### config.mk
export PLATFORM = sky130hd
export DESIGN_NAME = east_out_port_flat
export DESIGN_NICKNAME = d
export VERILOG_FILES = /design/src/rtl/noc_pkg.sv /design/src/rtl/east_out_port_if.sv /design/src/rtl/pkt_fifo.sv /design/src/rtl/east_out_port.sv /design/src/flat_wrapper.sv
export SDC_FILE = /design/constraint.sdc
export NUM_CORES = 1
export LEC_CHECK = 0
export ABC_AREA = 1
export BUFFER_PORTS_ARGS = -buffer_cell sky130_fd_sc_hd__buf_2
export CAP_MARGIN = 20
export CORE_MARGIN = 3
export CORE_UTILIZATION = 63
export DETAILED_ROUTE_END_ITERATION = 8
export MAX_ROUTING_LAYER = met4
export PLACE_DENSITY = 0.93
export SLEW_MARGIN = 25
export SYNTH_ARGS = -nofsm -noshare
export SYNTH_HDL_FRONTEND = slang
export SYNTH_HIERARCHICAL = 1
export SYNTH_SLANG_ARGS = --single-unit
### constraint.sdc
create_clock -name clk -period 3.8 [get_ports clk]
set_clock_uncertainty 0.2 [all_clocks]
set_input_delay 0.57 -clock clk [delete_from_list [all_inputs] [get_ports clk]]
set_output_delay 0.57 -clock clk [all_outputs]
set_load 0.05 [all_outputs]
### src/rtl/noc_pkg.sv
// ---------------------------------------------------------------------------
// noc_pkg: shared router definitions.
//   PKT_W, DX_MSB, DX_LSB : packet geometry (dx is a signed 4-bit hop count)
//   pkt_t                 : packet word
//   src_e                 : egress arbitration source (local / through)
//   dx_of()               : extract signed dx field
//   hop_dec()             : return packet with dx decremented by one hop
// ---------------------------------------------------------------------------
package noc_pkg;

    localparam int PKT_W  = 16;
    localparam int DX_MSB = 15;
    localparam int DX_LSB = 12;

    typedef logic [PKT_W-1:0] pkt_t;

    typedef enum logic {
        SRC_LOC  = 1'b0,
        SRC_THRU = 1'b1
    } src_e;

    function automatic logic signed [3:0] dx_of(input pkt_t pkt);
        return signed'(pkt[DX_MSB:DX_LSB]);
    endfunction

    // dx=+1 becomes 0 so the next router ejects the packet locally
    function automatic pkt_t hop_dec(input pkt_t pkt);
        pkt_t res;
        res                = pkt;
        res[DX_MSB:DX_LSB] = pkt[DX_MSB:DX_LSB] - 4'd1;
        return res;
    endfunction

endpackage

### src/rtl/east_out_port_if.sv
// ---------------------------------------------------------------------------
// east_out_port_if: one valid/ready packet stream.
//   packet : W-bit packet
//   valid  : packet valid this cycle
//   ready  : receiver can take the packet
// Modports: master (drives packet/valid), slave (drives ready).
// ---------------------------------------------------------------------------
interface east_out_port_if
    import noc_pkg::*;
#(
    parameter int W = PKT_W
);
    logic [W-1:0] packet;
    logic         valid;
    logic         ready;

    modport master (output packet, output valid, input  ready);
    modport slave  (input  packet, input  valid, output ready);

endinterface

### src/rtl/pkt_fifo.sv
// ---------------------------------------------------------------------------
// pkt_fifo: circular packet FIFO with extra-bit pointers.
//   clk, rst : clock, synchronous active-high reset
//   push     : write din (ignored when full)
//   pop      : drop head (ignored when empty)
//   din      : packet in
//   full     : no free entry
//   empty    : no stored entry
//   head     : oldest stored packet
// ---------------------------------------------------------------------------
module pkt_fifo
    import noc_pkg::*;
#(
    parameter int W     = PKT_W,
    parameter int DEPTH = 4
) (
    input  logic         clk,
    input  logic         rst,
    input  logic         push,
    input  logic         pop,
    input  logic [W-1:0] din,
    output logic         full,
    output logic         empty,
    output logic [W-1:0] head
);

    localparam int AW = $clog2(DEPTH);

    logic [W-1:0] mem_r [DEPTH];
    logic [AW:0]  wr_ptr_r;
    logic [AW:0]  rd_ptr_r;
    logic         do_push_s;
    logic         do_pop_s;

    // Pointer MSBs differ only when the writer has lapped the reader
    assign full      = (wr_ptr_r[AW] != rd_ptr_r[AW]) && (wr_ptr_r[AW-1:0] == rd_ptr_r[AW-1:0]);
    assign empty     = (wr_ptr_r == rd_ptr_r);
    assign head      = mem_r[rd_ptr_r[AW-1:0]];
    assign do_push_s = push && !full;
    assign do_pop_s  = pop && !empty;

    // Read/write pointer registers
    always_ff @(posedge clk) begin
        if (rst) begin
            wr_ptr_r <= '0;
            rd_ptr_r <= '0;
        end else begin
            if (do_push_s) begin
                wr_ptr_r <= wr_ptr_r + (AW+1)'(1);
            end
            if (do_pop_s) begin
                rd_ptr_r <= rd_ptr_r + (AW+1)'(1);
            end
        end
    end

    // Storage array; contents are don't-care while the pointers mark them empty
    always_ff @(posedge clk) begin
        if (do_push_s) begin
            mem_r[wr_ptr_r[AW-1:0]] <= din;
        end
    end

endmodule

### src/rtl/east_out_port.sv
// ---------------------------------------------------------------------------
// east_out_port: east egress stage. Buffers local-injected and through
// traffic in two FIFOs, round-robin arbitrates between them and holds the
// winner in a registered valid/ready output.
//   clk, rst : clock, synchronous active-high reset
//   loc      : slave stream from local router (no backpressure upstream)
//   thru     : slave stream from west input port (no backpressure upstream)
//   out      : master stream to the east link
//   drop_cnt : saturating count of dropped packets
// Build option HOP_DEC_EN: decrement dx on output and drop packets with
// dx<=0 on input; otherwise packets pass bit-exact.
// ---------------------------------------------------------------------------
module east_out_port
    import noc_pkg::*;
#(
    parameter int W     = PKT_W,
    parameter int DEPTH = 4,
    parameter int CNT_W = 8
) (
    input  logic                clk,
    input  logic                rst,
    east_out_port_if.slave      loc,
    east_out_port_if.slave      thru,
    east_out_port_if.master     out,
    output logic [CNT_W-1:0]    drop_cnt
);

    localparam logic [CNT_W-1:0] DROP_MAX = {CNT_W{1'b1}};

    logic         loc_full_s,  loc_empty_s,  loc_push_s,  loc_pop_s,  loc_legal_s,  loc_drop_s;
    logic         thru_full_s, thru_empty_s, thru_push_s, thru_pop_s, thru_legal_s, thru_drop_s;
    logic [W-1:0] loc_head_s, thru_head_s, sel_pkt_s;
    logic         load_s, grant_loc_s;
    logic [CNT_W:0]   drop_sum_s;
    logic [CNT_W-1:0] drop_nxt_s;

    src_e         rr_r;
    logic         out_valid_r;
    logic [W-1:0] out_packet_r;
    logic [CNT_W-1:0] drop_cnt_r;

`ifdef HOP_DEC_EN
    assign loc_legal_s  = (dx_of(loc.packet)  > 4'sd0);
    assign thru_legal_s = (dx_of(thru.packet) > 4'sd0);
`else
    assign loc_legal_s  = 1'b1;
    assign thru_legal_s = 1'b1;
`endif

    // ready is from registered FIFO state, so a same-cycle pop never frees room
    assign loc.ready   = !loc_full_s;
    assign thru.ready  = !thru_full_s;
    assign loc_push_s  = loc.valid  && loc_legal_s  && !loc_full_s;
    assign thru_push_s = thru.valid && thru_legal_s && !thru_full_s;
    assign loc_drop_s  = loc.valid  && !(loc_legal_s  && !loc_full_s);
    assign thru_drop_s = thru.valid && !(thru_legal_s && !thru_full_s);

    pkt_fifo #(.W(W), .DEPTH(DEPTH)) u_loc_fifo (
        .clk   (clk),
        .rst   (rst),
        .push  (loc_push_s),
        .pop   (loc_pop_s),
        .din   (loc.packet),
        .full  (loc_full_s),
        .empty (loc_empty_s),
        .head  (loc_head_s)
    );

    pkt_fifo #(.W(W), .DEPTH(DEPTH)) u_thru_fifo (
        .clk   (clk),
        .rst   (rst),
        .push  (thru_push_s),
        .pop   (thru_pop_s),
        .din   (thru.packet),
        .full  (thru_full_s),
        .empty (thru_empty_s),
        .head  (thru_head_s)
    );

    // Arbitration: rr_r names the source favoured when both FIFOs hold data
    always_comb begin
        load_s      = 1'b0;
        grant_loc_s = 1'b0;
        if (!out_valid_r || out.ready) begin
            load_s = !loc_empty_s || !thru_empty_s;
        end else begin
            load_s = 1'b0;
        end
        if (!loc_empty_s && !thru_empty_s) begin
            case (rr_r)
                SRC_LOC:  grant_loc_s = 1'b1;
                SRC_THRU: grant_loc_s = 1'b0;
                default:  grant_loc_s = 1'b1;
            endcase
        end else begin
            grant_loc_s = !loc_empty_s;
        end
    end

    assign loc_pop_s  = load_s && grant_loc_s;
    assign thru_pop_s = load_s && !grant_loc_s;

`ifdef HOP_DEC_EN
    assign sel_pkt_s = hop_dec(grant_loc_s ? loc_head_s : thru_head_s);
`else
    assign sel_pkt_s = grant_loc_s ? loc_head_s : thru_head_s;
`endif

    // Drop counter next value; inc is at most 2 so overflow shows in the carry bit
    always_comb begin
        drop_sum_s = {1'b0, drop_cnt_r}
                   + (CNT_W+1)'(loc_drop_s)
                   + (CNT_W+1)'(thru_drop_s);
        if (drop_sum_s[CNT_W]) begin
            drop_nxt_s = DROP_MAX;
        end else begin
            drop_nxt_s = drop_sum_s[CNT_W-1:0];
        end
    end

    // Output register, round-robin pointer and drop counter
    always_ff @(posedge clk) begin
        if (rst) begin
            out_valid_r  <= 1'b0;
            out_packet_r <= '0;
            rr_r         <= SRC_LOC;
            drop_cnt_r   <= '0;
        end else begin
            if (load_s) begin
                out_valid_r  <= 1'b1;
                out_packet_r <= sel_pkt_s;
                rr_r         <= grant_loc_s ? SRC_THRU : SRC_LOC;
            end else if (out.ready) begin
                out_valid_r  <= 1'b0;
            end
            drop_cnt_r <= drop_nxt_s;
        end
    end

    assign out.valid  = out_valid_r;
    assign out.packet = out_packet_r;
    assign drop_cnt   = drop_cnt_r;

endmodule
### src/flat_wrapper.sv
// flat-port wrapper written by rule: the top's interface ports become plain ports
module east_out_port_flat import noc_pkg::*;
#(
    parameter int W     = PKT_W,
    parameter int DEPTH = 4,
    parameter int CNT_W = 8
)
  (clk, rst, drop_cnt, loc_packet, loc_valid, loc_ready, thru_packet, thru_valid, thru_ready, out_packet, out_valid, out_ready);
  east_out_port_if #(.W(W)) loc_i ();
  east_out_port_if #(.W(W)) thru_i ();
  east_out_port_if #(.W(W)) out_i ();
  input  logic clk;
  input  logic rst;
  output logic [CNT_W-1:0] drop_cnt;
  input wire logic [$bits(loc_i.packet)-1:0] loc_packet;
  input wire logic [$bits(loc_i.valid)-1:0] loc_valid;
  output wire logic [$bits(loc_i.ready)-1:0] loc_ready;
  input wire logic [$bits(thru_i.packet)-1:0] thru_packet;
  input wire logic [$bits(thru_i.valid)-1:0] thru_valid;
  output wire logic [$bits(thru_i.ready)-1:0] thru_ready;
  output wire logic [$bits(out_i.packet)-1:0] out_packet;
  output wire logic [$bits(out_i.valid)-1:0] out_valid;
  input wire logic [$bits(out_i.ready)-1:0] out_ready;
  assign loc_i.packet = loc_packet;
  assign loc_i.valid = loc_valid;
  assign loc_ready = loc_i.ready;
  assign thru_i.packet = thru_packet;
  assign thru_i.valid = thru_valid;
  assign thru_ready = thru_i.ready;
  assign out_packet = out_i.packet;
  assign out_valid = out_i.valid;
  assign out_i.ready = out_ready;
  east_out_port #(.W(W), .DEPTH(DEPTH), .CNT_W(CNT_W)) u_core (.clk(clk), .rst(rst), .loc(loc_i), .thru(thru_i), .out(out_i), .drop_cnt(drop_cnt));
endmodule
== Word level (Yosys, flattened, before mapping) ==
Memory sizes are Yosys's and may differ from the RTL's. A register that Yosys moved wholly into a read port is not among the register bits.
Index checks and enable logic that the tools add are counted.

* Bits of input ports: 37
* Output and inout bits: 27
* Flip-flop bits (word level): 38
* RAM bits: 128
* Latch bits: 0
* ROM bits: 0
* Memories kept: 2

* Equality and inequality tests: 6
* $lt $le $gt $ge: 0
* Shift operators: 0
* Add/subtract/negate cells: 6
* Bitwise logic cells: 1
* Multipliers: 0
* Mux-type cells: 16
* Reduce and logical (&&, ||, !) cells: 22
* Div/mod/pow operators: 0

{| class="wikitable"
|+ Memories
! name !! depth !! width !! rd ports !! clocked after memory_dff !! wr ports !! RTL line !! text
|-
| u_core.u_loc_fifo.mem_r || 4 || 16 || 1 || 1 || 1 || pkt_fifo.sv:29 || <nowiki>logic [W-1:0] mem_r [DEPTH];</nowiki>
|-
| u_core.u_thru_fifo.mem_r || 4 || 16 || 1 || 1 || 1 || pkt_fifo.sv:29 ||
|}

{| class="wikitable"
|+ Operators with widths
! operator !! count
|-
| $mux W16 || 1
|-
| $logic_and A1 B1 Y1 || 13
|-
| $add A3 B1 Y3 const B || 4
|-
| $add A8 B1 Y9 || 1
|-
| $add A9 B1 Y9 || 1
|-
| $mux W1 || 9
|-
| $mux W2 || 4
|-
| $mux W8 || 1
|-
| $eq A3 B3 Y1 || 2
|-
| $logic_not A1 Y1 || 6
|-
| $eq A2 B2 Y1 || 2
|-
| $logic_or A1 B1 Y1 || 2
|-
| $ne A1 B1 Y1 || 2
|-
| $pmux W1 S2 || 1
|-
| $reduce_bool A2 Y1 || 1
|-
| $not A1 Y1 || 1
|}

== Depth between registers and ports, before layout ==
Gate-level depths: netlist of the first run.

* Depth after elaboration: 9
* Gate-level depth with buffers: 17
* Gate-level depth less buffers: 16

== By module ==
Netlist of the first run, hierarchy kept.

{| class="wikitable"
|+ By module, submodules not included
! module !! area an instance (sq um) !! cells each !! instances !! seq. area each (sq um)
|-
| pkt_fifo || 2856.5 || 230 || 2 || 2082.0
|-
| east_out_port || 1365.1 || 199 || 1 || 520.5
|}

== Worst setup path before layout of the first run ==
Ideal clock, no wire load.

* Kind: reg2reg
* Start point: reg u_core.u_loc_fifo.wr_ptr_r[0]
* End point: mem u_core/u_loc_fifo/mem_r[0][0] (netlist name), enable pin
* Required time: 3211 ps
* Cell stages (with the launch flop): 9
* Arrival time: 1878 ps
* Path slack: 1334 ps
* Clock period less this slack: 2466 ps
* Path through: dfxtp_1 inv_1 nand2_1 nand2_2 nand3_4 inv_1 nor2_1 nand2_1 nor2_1

* Longest elaborated chain between the ends: 7

{| class="wikitable"
|+ Ends and longest elaborated chain
! element !! RTL line !! text
|-
| start, declared || pkt_fifo.sv:30 || <nowiki>logic [AW:0] wr_ptr_r;</nowiki>
|-
| start signal, assigned || pkt_fifo.sv:49 || <nowiki>wr_ptr_r <= wr_ptr_r + (AW+1)'(1);</nowiki>
|-
| $eq A2 B2 Y1 || pkt_fifo.sv:36 || <nowiki>assign full = (wr_ptr_r[AW] != rd_ptr_r[AW]) && (wr_ptr_r[AW-1:0] == rd_ptr_r[AW-1:0]);</nowiki>
|-
| $logic_and A1 B1 Y1 || pkt_fifo.sv:36 ||
|-
| named net u_core.loc_full_s || east_out_port.sv:30 || <nowiki>logic loc_full_s, loc_empty_s, loc_push_s, loc_pop_s, loc_legal_s, loc_drop_s;</nowiki>
|-
| $logic_not A1 Y1 || east_out_port.sv:53 || <nowiki>assign loc_push_s = loc.valid && loc_legal_s && !loc_full_s;</nowiki>
|-
| $logic_and A1 B1 Y1 || east_out_port.sv:53 ||
|-
| named net u_core.loc_push_s || east_out_port.sv:30 ||
|-
| $logic_and A1 B1 Y1 || pkt_fifo.sv:39 || <nowiki>assign do_push_s = push && !full;</nowiki>
|-
| $mux W1 || pkt_fifo.sv:59 || <nowiki>if (do_push_s) begin</nowiki>
|-
| $mux W1 (implied by the code) || pkt_fifo.sv:60 || <nowiki>mem_r[wr_ptr_r[AW-1:0]] <= din;</nowiki>
|-
| end, declared || pkt_fifo.sv:29 ||
|}

The timed path passes the listed nets, and every way through them passes these cells.

== Worst setup path in the final report of the first run ==
* Start point: reg u_core.u_loc_fifo.wr_ptr_r[0]
* End point: reg u_core.drop_cnt_r[6], in the netlist u_core/drop_cnt[6]

* Longest elaborated chain between the ends: 6

{| class="wikitable"
|+ Ends and longest elaborated chain
! element !! RTL line !! text
|-
| $eq A2 B2 Y1 || pkt_fifo.sv:36 ||
|-
| $logic_and A1 B1 Y1 || pkt_fifo.sv:36 ||
|-
| named net u_core.loc_full_s || east_out_port.sv:30 ||
|-
| $logic_and A1 B1 Y1 || east_out_port.sv:55 || <nowiki>assign loc_drop_s = loc.valid && !(loc_legal_s && !loc_full_s);</nowiki>
|-
| $add A8 B1 Y9 || east_out_port.sv:112 || <nowiki>+ (CNT_W+1)'(loc_drop_s)</nowiki>
|-
| $add A9 B1 Y9 || east_out_port.sv:113 || <nowiki>+ (CNT_W+1)'(thru_drop_s);</nowiki>
|-
| $mux W8 || east_out_port.sv:114 || <nowiki>if (drop_sum_s[CNT_W]) begin</nowiki>
|-
| end signal, assigned || east_out_port.sv:136 || <nowiki>drop_cnt_r <= drop_nxt_s;</nowiki>
|-
| end, declared || east_out_port.sv:40 || <nowiki>logic [CNT_W-1:0] drop_cnt_r;</nowiki>
|}

The timed path passes the listed nets, and every way through them passes these cells.
A chain may end at the register's enable or synchronous reset.

==> flow_summary.toml, run 1 <==
[critical_path]
r2r_cells = 14
critPathCaptureType = "register"
crit_fanout = 9
critPathMostFrequentCell = "inv_1"
cp_num_cells = 14
arrival_ps = 2920
critPathLaunchType = "register"
cp_num_buf_inv = 4
crit_type = "register to register"
cp.required_ps = 4020
path_delay_family = "simple AND/OR/NAND/NOR gates"
slowest_stage = "fa_1"
crit_chain = "inv_1 > nand2_1 > nand2_2 > nand3_4 > inv_1 > nand2_1 > fa_1 > inv_1 > ha_1 > inv_1 > nor2_2 > nand3_1 > nor3_1 > nor2_1"
max_stage_delay_ps = 400

[timing]
final_max_slew_viol_count = 0
whs_ps = 47.2
hold_violations = 0
worst_slew_pin_slew_ps = 705
slew-limit-headroom_pct = 52.9
fin_crit_ps = 2700
rsz0062_at_grt = "no"
fin_crit_sh_pct = 71.1
tns_ps = 0
fmax_mhz = 370
setup_viol_count_final = 0

[clock_network]
clockRootBuffer = "clkbuf_8"
cts_setup_buffers = 0
cts_tree = "done"
clk_pin_slew_ps = 70
cts_buffers = 17
cts_resized = 0
cts_hold_buf = 0
cts_num_sinks = 170
clock_path_buffers = 2
h-tree-depth = 4
worstSkewPairLatency_ps = 540

[global_routing]
antenna_found_initial = 0
grt_start_max_net_pins = 34
overflow = 0
grt_usage_pct = 25.7
grt_first_pass_wirelength_um = 24400
grt_pass1_vias = 5011

[synthesis]
yosys_warnings = 6
synthArstFlopShare_pct = 0
synth_area_leader_cell = "edfxtp_1"
ys_seq_area_share_pct = 66.2
ys_ff_latch = 170
synth_edf_count = 128
synthDistinctLibCells = 29
synth_top_area_share_pct = 54.3
ys_top_cells_by_area = "edfxtp_1 54%, dfxtp_1 12%, nand2_1 6.4%, nor2_1 4.9%, o22ai_1 2.8%"
avgSynthCellArea_um2 = 10.7
synth_flop_cell = "edfxtp_1"
synth_nets = 708
synth_cells = 659
syn-cell-area_um2 = 7080

[drt]
first_pass_iters = 5
vias_per_cell = 5.79
vias = 5088
drc_errors = 0
totalWireLength_um = 15100
wl_per_cell_um = 17.2
antenna_left = 0
drt_iter0_drc = 495

[power]
peakVddDrop_mv = 0.441
p_seq_share_pct = 38.6
power_switching_w = 0.00245
power_density_nw_per_um2 = 759
internal_power_w = 0.00367
swShare_pct = 40.0
clkPwrFrac_pct = 26.4
power_frac_comb_pct = 35.0
p_leak_nw = 3.20

[die]
die_h_um = 112
rows = 38
die_x_um = 112
dieArea_um2 = 12500
initial_core_util_pct = 65.0
ioPinCount = 64
core-area_um2 = 10900

[cells_and_area]
final_nets = 774
post-route-util_pct = 74.0
antenna_cells = 0
drive_gt1_share_pct = 17.8
syn_to_final_growth_pct = 13.8
fillCellCount = 642
finalNonFillerCells = 878

[flow_run]
drv_cap = 0

[placement]
port_buffers = 63
dpl.hpwl_um = 9790
gp_congestion = 0.874
place_inst = 846

[worst_hold_path]
whs_path_depth = 1
min-delay-path-class = "input port to register"

[outcome]
status = "complete, no violations"
## state kept, by name (all words and copies together) (netlist names), named ones only
signal                       count
u_core/u_loc_fifo/mem_r         64
u_core/u_thru_fifo/mem_r        64
u_core/out.packet               16
u_core/drop_cnt                  8
u_core/u_loc_fifo/rd_ptr_r       3
u_core/u_loc_fifo/wr_ptr_r       3
u_core/u_thru_fifo/rd_ptr_r      3
u_core/u_thru_fifo/wr_ptr_r      3
u_core/out.valid                 1
u_core/rr_r                      1
## cells in the final DEF, fill, tap and decap left out, drive strengths merged
master    synthesis  layout
edfxtp          128     128
nor3              1       1
nand3            37      37
xor2              1       1
nor2             94      94
dfxtp            42      42
clkbuf            1      17
o22ai            32      32
nand3b            1       1
a21o              1       1
clkinv            0       5
a21oi            35      35
xnor2             2       2
inv              56      64
clkinvlp          0       2
o21ai            66      66
buf              23      71
fa                1       1
ha               11      11
nand2           127     127
## power groups by stage
stage	clock network [W]	registers (W)	logic (W)
floorplan	0	0.00253	0.00148
global placement	0	0.00238	0.00196
CTS	0.00163	0.00236	0.00212
global route	0.00173	0.00238	0.00236
finish	0.00162	0.00236	0.00214
detailed placement	0	0.00239	0.00208
## cell usage after synthesis, types with 8 or more instances
cell type / n
dfxtp_1: 42
inv_2: 9
o21ai_1: 28
buf_2: 19
edfxtp_1: 128
a21oi_2: 8
o21ai_0: 37
o22ai_1: 32
nand3_1: 33
a21oi_1: 27
nand2_1: 121
inv_1: 47
ha_1: 11
nor2_1: 93
## layout make-up
type | instances | area [um^2] | area share, %
Clock buffer | 17 | 414 | 5.14
Clock inverter | 15 | 154 | 1.91
Timing Repair Buffer | 71 | 375 | 4.66
Inverter | 56 | 210 | 2.61
Sequential cell | 170 | 4680 | 58.1
Multi-Input combinational cell | 409 | 2040 | 25.4
Tap cell | 140 | 175 | 2.17
## per-stage QoR
| step | total power [W] | instance area (um^2) | setup WS (ps) |
|---|---|---|---|
| after CTS | 0.00611 | 8060 | 1120 |
| after detailed placement | 0.00447 | 7490 | 1150 |
| after global placement | 0.00434 | 7490 | 1370 |
| after floorplan | 0.00401 | 7080 | 1330 |
| after global routing | 0.00647 | 8060 | 864 |
| final | 0.00612 | 8060 | 1100 |
## metal layers
layer	wire length (um)	global-route usage [%]	share of wire, %	vias to the layer above
li1	-	-	-	2395
met1	5930	31.2	39	2435
met2	7790	42.8	52	234
met3	1120	6.30	7.4	24
met4	261	8.09	1.7	0
met5	0	-	0	-
## kinds of logic after synthesis
group / count (synthesis) / synth area share, %
DFF: 170 / 66.2
adders and majority gates: 12 / 2.23
and+or+nand+nor: 260 / 15.6
buffers and inverters: 80 / 4.95
AOI/OAI and AO/OA: 134 / 10.7
xor gates and xnor gates: 3 / 0.371
## path summary, 6_finish.rpt
path	start	endpoint	slack (ps)
worst min register to register	u_core/out.packet[11]$_SDFFE_PP0P_	u_core/out.packet[11]$_SDFFE_PP0P_	270
worst min-delay path	loc_packet[14]	u_core/u_loc_fifo/mem_r[2][14]$_DFFE_PP_	50
worst max register to register	u_core/u_loc_fifo/wr_ptr_r[0]$_SDFFE_PP0P_	u_core/drop_cnt[6]$_SDFF_PP0_	1100
worst max-delay path	u_core/u_loc_fifo/wr_ptr_r[0]$_SDFFE_PP0P_	u_core/drop_cnt[6]$_SDFF_PP0_	1100
(Power assumes the default switching activity.)
==> inputs of run 2 (changes only) <==
- CORE_UTILIZATION: 63 -> 53
- PLACE_DENSITY: 0.93 -> 0.84
- clock period: 3.8 -> 2.4 ns (I/O delays scaled with it)
==> run 2 against run 1 <==
Global-route usage fell by 3.8 points. Final cell count rose by 8.9%. Routed wire length fell by 0.28%. Critical path depth did not move. Design area rose by 7.3%. Clock-buffer cell count rose by 1. Utilization fell by 6.6 points. Total power rose by 63%. Sequential power rose by 58%. Sequential share of layout area fell by 3.8 points. Highest routed layer unchanged.
==> flow_summary.toml, run 2 (synthesis results as in run 1) <==
[clock_network]
clock_path_buffers = 2
h-tree-depth = 4
cts_tree = "done"
cts_setup_buffers = 0
clockRootBuffer = "clkbuf_16"
worstSkewPairLatency_ps = 430
clk_pin_slew_ps = 70
cts_num_sinks = 170
cts_buffers = 17

[critical_path]
max_stage_delay_ps = 370
crit_fanout = 6
crit_type = "register to register"
critPathCaptureType = "register"
cp.required_ps = 2520
slowest_stage = "fa_2"
arrival_ps = 2410
critPathMostFrequentCell = "inv_2"
cp_num_buf_inv = 4
path_delay_family = "simple AND/OR/NAND/NOR gates"
critPathLaunchType = "register"
crit_chain = "inv_2 > nand2_1 > nand2_2 > nand3_4 > inv_2 > nand2_2 > fa_2 > inv_2 > ha_2 > inv_1 > nor2_4 > nand3_2 > nor3_1 > nor2_1"

[global_routing]
grt_usage_pct = 21.8
grt_first_pass_wirelength_um = 23900
grt_pass1_vias = 5111
overflow = 0
grt_start_max_net_pins = 33
antenna_found_initial = 0

[cells_and_area]
syn_to_final_growth_pct = 22.1
final_common_cell = "edfxtp_1"
antenna_cells = 0
regArea_um2 = 4690
mostFrequentLayoutCells = "128 x edfxtp_1, 118 x nand2_1, 93 x nor2_1, 63 x buf_2, 42 x inv_1"
drive_gt1_share_pct = 20.4
fillCellCount = 911
final_nets = 820
multiInputGateArea_um2 = 2070
post-route-util_pct = 67.4

[die]
rows = 41
die_x_um = 122
initial_core_util_pct = 55.2
dieArea_um2 = 14800
core-area_um2 = 12800
die_h_um = 122
ioPinCount = 64

[drt]
drt_iter0_drc = 407
first_pass_iters = 5
vias = 5173
drc_errors = 0
antenna_left = 0
wl_per_cell_um = 15.8
vias_per_cell = 5.41
totalWireLength_um = 15100

[power]
p_leak_nw = 3.42
power_density_nw_per_um2 = 1150
p_total_w = 0.00997
peakVddDrop_mv = 0.626

[timing]
worst_slew_pin_slew_ps = 589
fin_crit_ps = 2290
hold_violations = 0
slew-limit-headroom_pct = 60.7
setup_viol_count_final = 0
finalWorstSetupSlack_ps = 115
rsz0062_at_grt = "no"
final_max_slew_viol_count = 0
fmax_mhz = 438
fin_crit_sh_pct = 95.2

[placement]
gp_congestion = 0.865
pre_cts_slack_ps = -109
port_buffers = 63
dpl.hpwl_um = 9900

[outcome]
status = "complete, no violations"

[worst_hold_path]
min-delay-path-class = "input port to register"

[flow_run]
drv_cap = 0
==> run 2: worst paths after layout <==
check	from	to	slack [ps]	cells past startpoint
max	u_core/u_thru_fifo/wr_ptr_r[0]$_SDFFE_PP0P_	u_core/drop_cnt[6]$_SDFF_PP0_	110	14
min	out_ready	u_core/out.valid$_SDFFE_PP0P_	140	4
max reg2reg	u_core/u_thru_fifo/wr_ptr_r[0]$_SDFFE_PP0P_	u_core/drop_cnt[6]$_SDFF_PP0_	110	14
min reg2reg	u_core/out.packet[8]$_SDFFE_PP0P_	u_core/out.packet[8]$_SDFFE_PP0P_	280	2
==> run 2: routing by layer <==
layer | vias up | GRT usage [%] | routed length (um)
met5 | - | - | 0
met4 | 0 | 10.0 | 312
met3 | 32 | 4.87 | 891
met2 | 174 | 36.2 | 7570
met1 | 2478 | 25.6 | 6290
li1 | 2489 | - | -
==> run 2: cell type report <==
cell class / count / area share (%)
sequential: 170 / 54.3
multi-input combinational: 409 / 23.9
timing repair buffer: 117 / 9.99
clock buffer: 18 / 4.97
tap: 172 / 2.49
inverter: 56 / 2.43
clock inverter: 14 / 1.91
==> run 2: tightest hold or removal path, cell delays in order <==
cell     delay (ps)
buf_2            80
inv_1            30
nand2_1         130
a21oi_1         100
==> run 2: power by group <==
group | switching (W) | internal, W
Combinational | 0.00240 | 0.00112
Sequential | 0.000234 | 0.00350
Clock | 0.00116 | 0.00156
Total | 0.00379 | 0.00618
==> run 2: what timing repair did <==
item,CTS,global route
hold buffers,32,0
pin swaps,1,2
hold endpoints to repair,128,0
setup endpoints to repair,8,24
gates resized for setup,8,10
==> run 2: through the flow <==
step	hold WS (ps)	instance area (um^2)	TNS [ps]	instances
after floorplan	229	7080	-6310	659
after global placement	255	7700	0	892
after detailed placement	271	7700	-651	892
after CTS	135	8620	0	956
after global routing	167	8640	0	956
final	141	8640	0	956
==> inputs of run 3 (changes only) <==
- CELL_PAD_IN_SITES_DETAIL_PLACEMENT: unset -> 2
- CELL_PAD_IN_SITES_GLOBAL_PLACEMENT: unset -> 2
- CORE_MARGIN: 3 -> 2
- CORE_UTILIZATION: 53 -> 35
==> run 3 against run 2 <==
Via count rose by 2.5%. Critical endpoint is now u_core/u_thru_fifo/rd_ptr_r[2]$_SDFFE_PP0P_. Worst setup slack got worse by 34 ps. Routed wire length rose by 40%. Clock-buffer cell count fell by 1.
==> flow_summary.toml, run 3 (synthesis results as in run 1) <==
[critical_path]
cp.required_ps = 2530
reg2reg_to = "u_core/u_thru_fifo/rd_ptr_r[2]$_SDFFE_PP0P_"
reg2reg_from = "u_core/u_thru_fifo/wr_ptr_r[1]$_SDFFE_PP0P_"
crit_fanout = 17
crit_start = "u_core/u_thru_fifo/wr_ptr_r[1]$_SDFFE_PP0P_"
crit_end = "u_core/u_thru_fifo/rd_ptr_r[2]$_SDFFE_PP0P_"
critPathCaptureType = "register"
arrival_ps = 2450
critPathLaunchType = "register"
r2r_setup_slack_ps = 80
crit_type = "register to register"
r2r_cells = 16

[timing]
whs_ps = 178
fin_crit_ps = 2320
fmax_mhz = 431
slew-limit-headroom_pct = 60.7
hold_violations = 0
worst_slew_pin_slew_ps = 589
finalWorstSetupSlack_ps = 81.1
setup_viol_count_final = 0
fin_crit_sh_pct = 96.6
final_max_slew_viol_count = 0

[power]
p_leak_nw = 3.47
peakVddDrop_mv = 0.532
power_density_nw_per_um2 = 1170

[cells_and_area]
multiInputGateArea_um2 = 2100
final_nets = 830
final_common_cell = "edfxtp_1"
regArea_um2 = 4710
drive_gt1_share_pct = 22.9
syn_to_final_growth_pct = 25.5
fillCellCount = 2137
finalNonFillerCells = 1064
antenna_cells = 0
mostFrequentLayoutCells = "128 x edfxtp_1, 117 x nand2_1, 91 x nor2_1, 63 x buf_2, 41 x inv_1"

[die]
core-area_um2 = 20000
dieArea_um2 = 21400
initial_core_util_pct = 35.3
rows = 52
ioPinCount = 64
die_x_um = 146
die_h_um = 146

[placement]
pre_cts_slack_ps = -293
dpl.hpwl_um = 13600
place_inst = 993
gp_congestion = 0.760
port_buffers = 63

[drt]
antenna_left = 0
drc_errors = 0
totalWireLength_um = 21100
wl_per_cell_um = 19.9
vias = 5303
vias_per_cell = 4.98
drt_iter0_drc = 234
first_pass_iters = 4

[clock_network]
clk_pin_slew_ps = 70
cts_buffers = 17
worstSkewPairLatency_ps = 440
h-tree-depth = 4
cts_num_sinks = 170
clockRootBuffer = "clkbuf_16"
cts_tree = "done"
clock_path_buffers = 2

[global_routing]
overflow = 0
grt_start_max_net_pins = 33
grt_pass1_vias = 5989
grt_usage_pct = 20.5
antenna_found_initial = 0
grt_first_pass_wirelength_um = 32600

[flow_run]
drv_cap = 0

[worst_hold_path]
min-delay-path-class = "input port to register"

[outcome]
status = "complete, no violations"
-- run 3: cell types whose count changed in the layout (fill, tap and decap cells not counted), sizes merged --
cell         before  now
bufinv            2    1
clkbuf           18   17
buf              85   94
clkinvlp          2    1
dlygate4sd3      32   33
clkinv            5    8
-- run 3: worst min path at each step --
| stage | from | end | slack, ps | cells past startpoint |
|---|---|---|---|---|
| after global routing | out_ready | u_core/out.valid$_SDFFE_PP0P_ | 180 | 4 |
| after detailed placement | u_core/out.packet[9]$_SDFFE_PP0P_ | u_core/out.packet[9]$_SDFFE_PP0P_ | 270 | 2 |
| after floorplan | rst | u_core/out.packet[10]$_SDFFE_PP0P_ | 230 | 1 |
| final | out_ready | u_core/out.valid$_SDFFE_PP0P_ | 180 | 4 |
| after global placement | u_core/out.packet[9]$_SDFFE_PP0P_ | u_core/out.packet[9]$_SDFFE_PP0P_ | 260 | 2 |
| after CTS | out_ready | u_core/out.valid$_SDFFE_PP0P_ | 150 | 4 |
-- run 3: area by class of cell --
cell class	count	share of cell area (%)
Timing Repair Buffer	127	10.9
Clock inverter	15	1.62
Tap cell	270	3.80
Inverter	56	2.37
Clock buffer	17	4.79
Multi-Input combinational cell	409	23.6
Sequential cell	170	53.0
-- run 3: per-stage QoR --
| stage | cell area, um^2 | util, % | total power, W | setup TNS, ps |
|---|---|---|---|---|
| 2_1_floorplan | 7080 | - | 0.00635 | -6310 |
| 3_3_place_gp | 7870 | 39.3 | 0.00721 | 0 |
| 3_5_place_dp | 7870 | 39.3 | 0.00751 | -2720 |
| 4_1_cts | 8840 | 44.1 | 0.0104 | 0 |
| 5_1_grt | 8890 | 44.3 | 0.0110 | -104 |
| 6_report | 8890 | 44.3 | 0.0104 | 0 |
-- run 3: repair_timing --
action                                  in CTS  in global routing
pin swaps                                    6                  7
gates resized for setup                     22                 12
buffers inserted                             3                  3
endpoints found under the hold margin      129                  0
endpoints found under the setup margin      72                 74
hold buffers                                33                  0
-- run 3: metal layers --
metal  vias to the layer above  track usage, %  wire, um
li1                       2508               -         -
met1                      2692            23.5      8540
met2                        75            37.2     11600
met3                        28            3.53       647
met4                         0            5.34       365
met5                         -               -         0
-- run 3: report_power, final --
part           switching (W)  total [W]  internal, W  leakage [nW]
logic                0.00274    0.00394      0.00119          1.67
registers           0.000240    0.00374      0.00350          1.53
clock network        0.00123    0.00268      0.00145         0.278
-- run 3: critical path, stage by stage, from the launching register on --
cell and delay, ps:
dfxtp_2 380, inv_2 70, nand2_1 80, nand2_2 80, buf_4 150, nand3_4 110, inv_1 70, inv_2 130
nand2_8 120, nand2_4 80, inv_1 60, nor2_2 230, nand2_1 110, inv_1 90, nand3_1 100, nand2_1 80
nor2_1 50
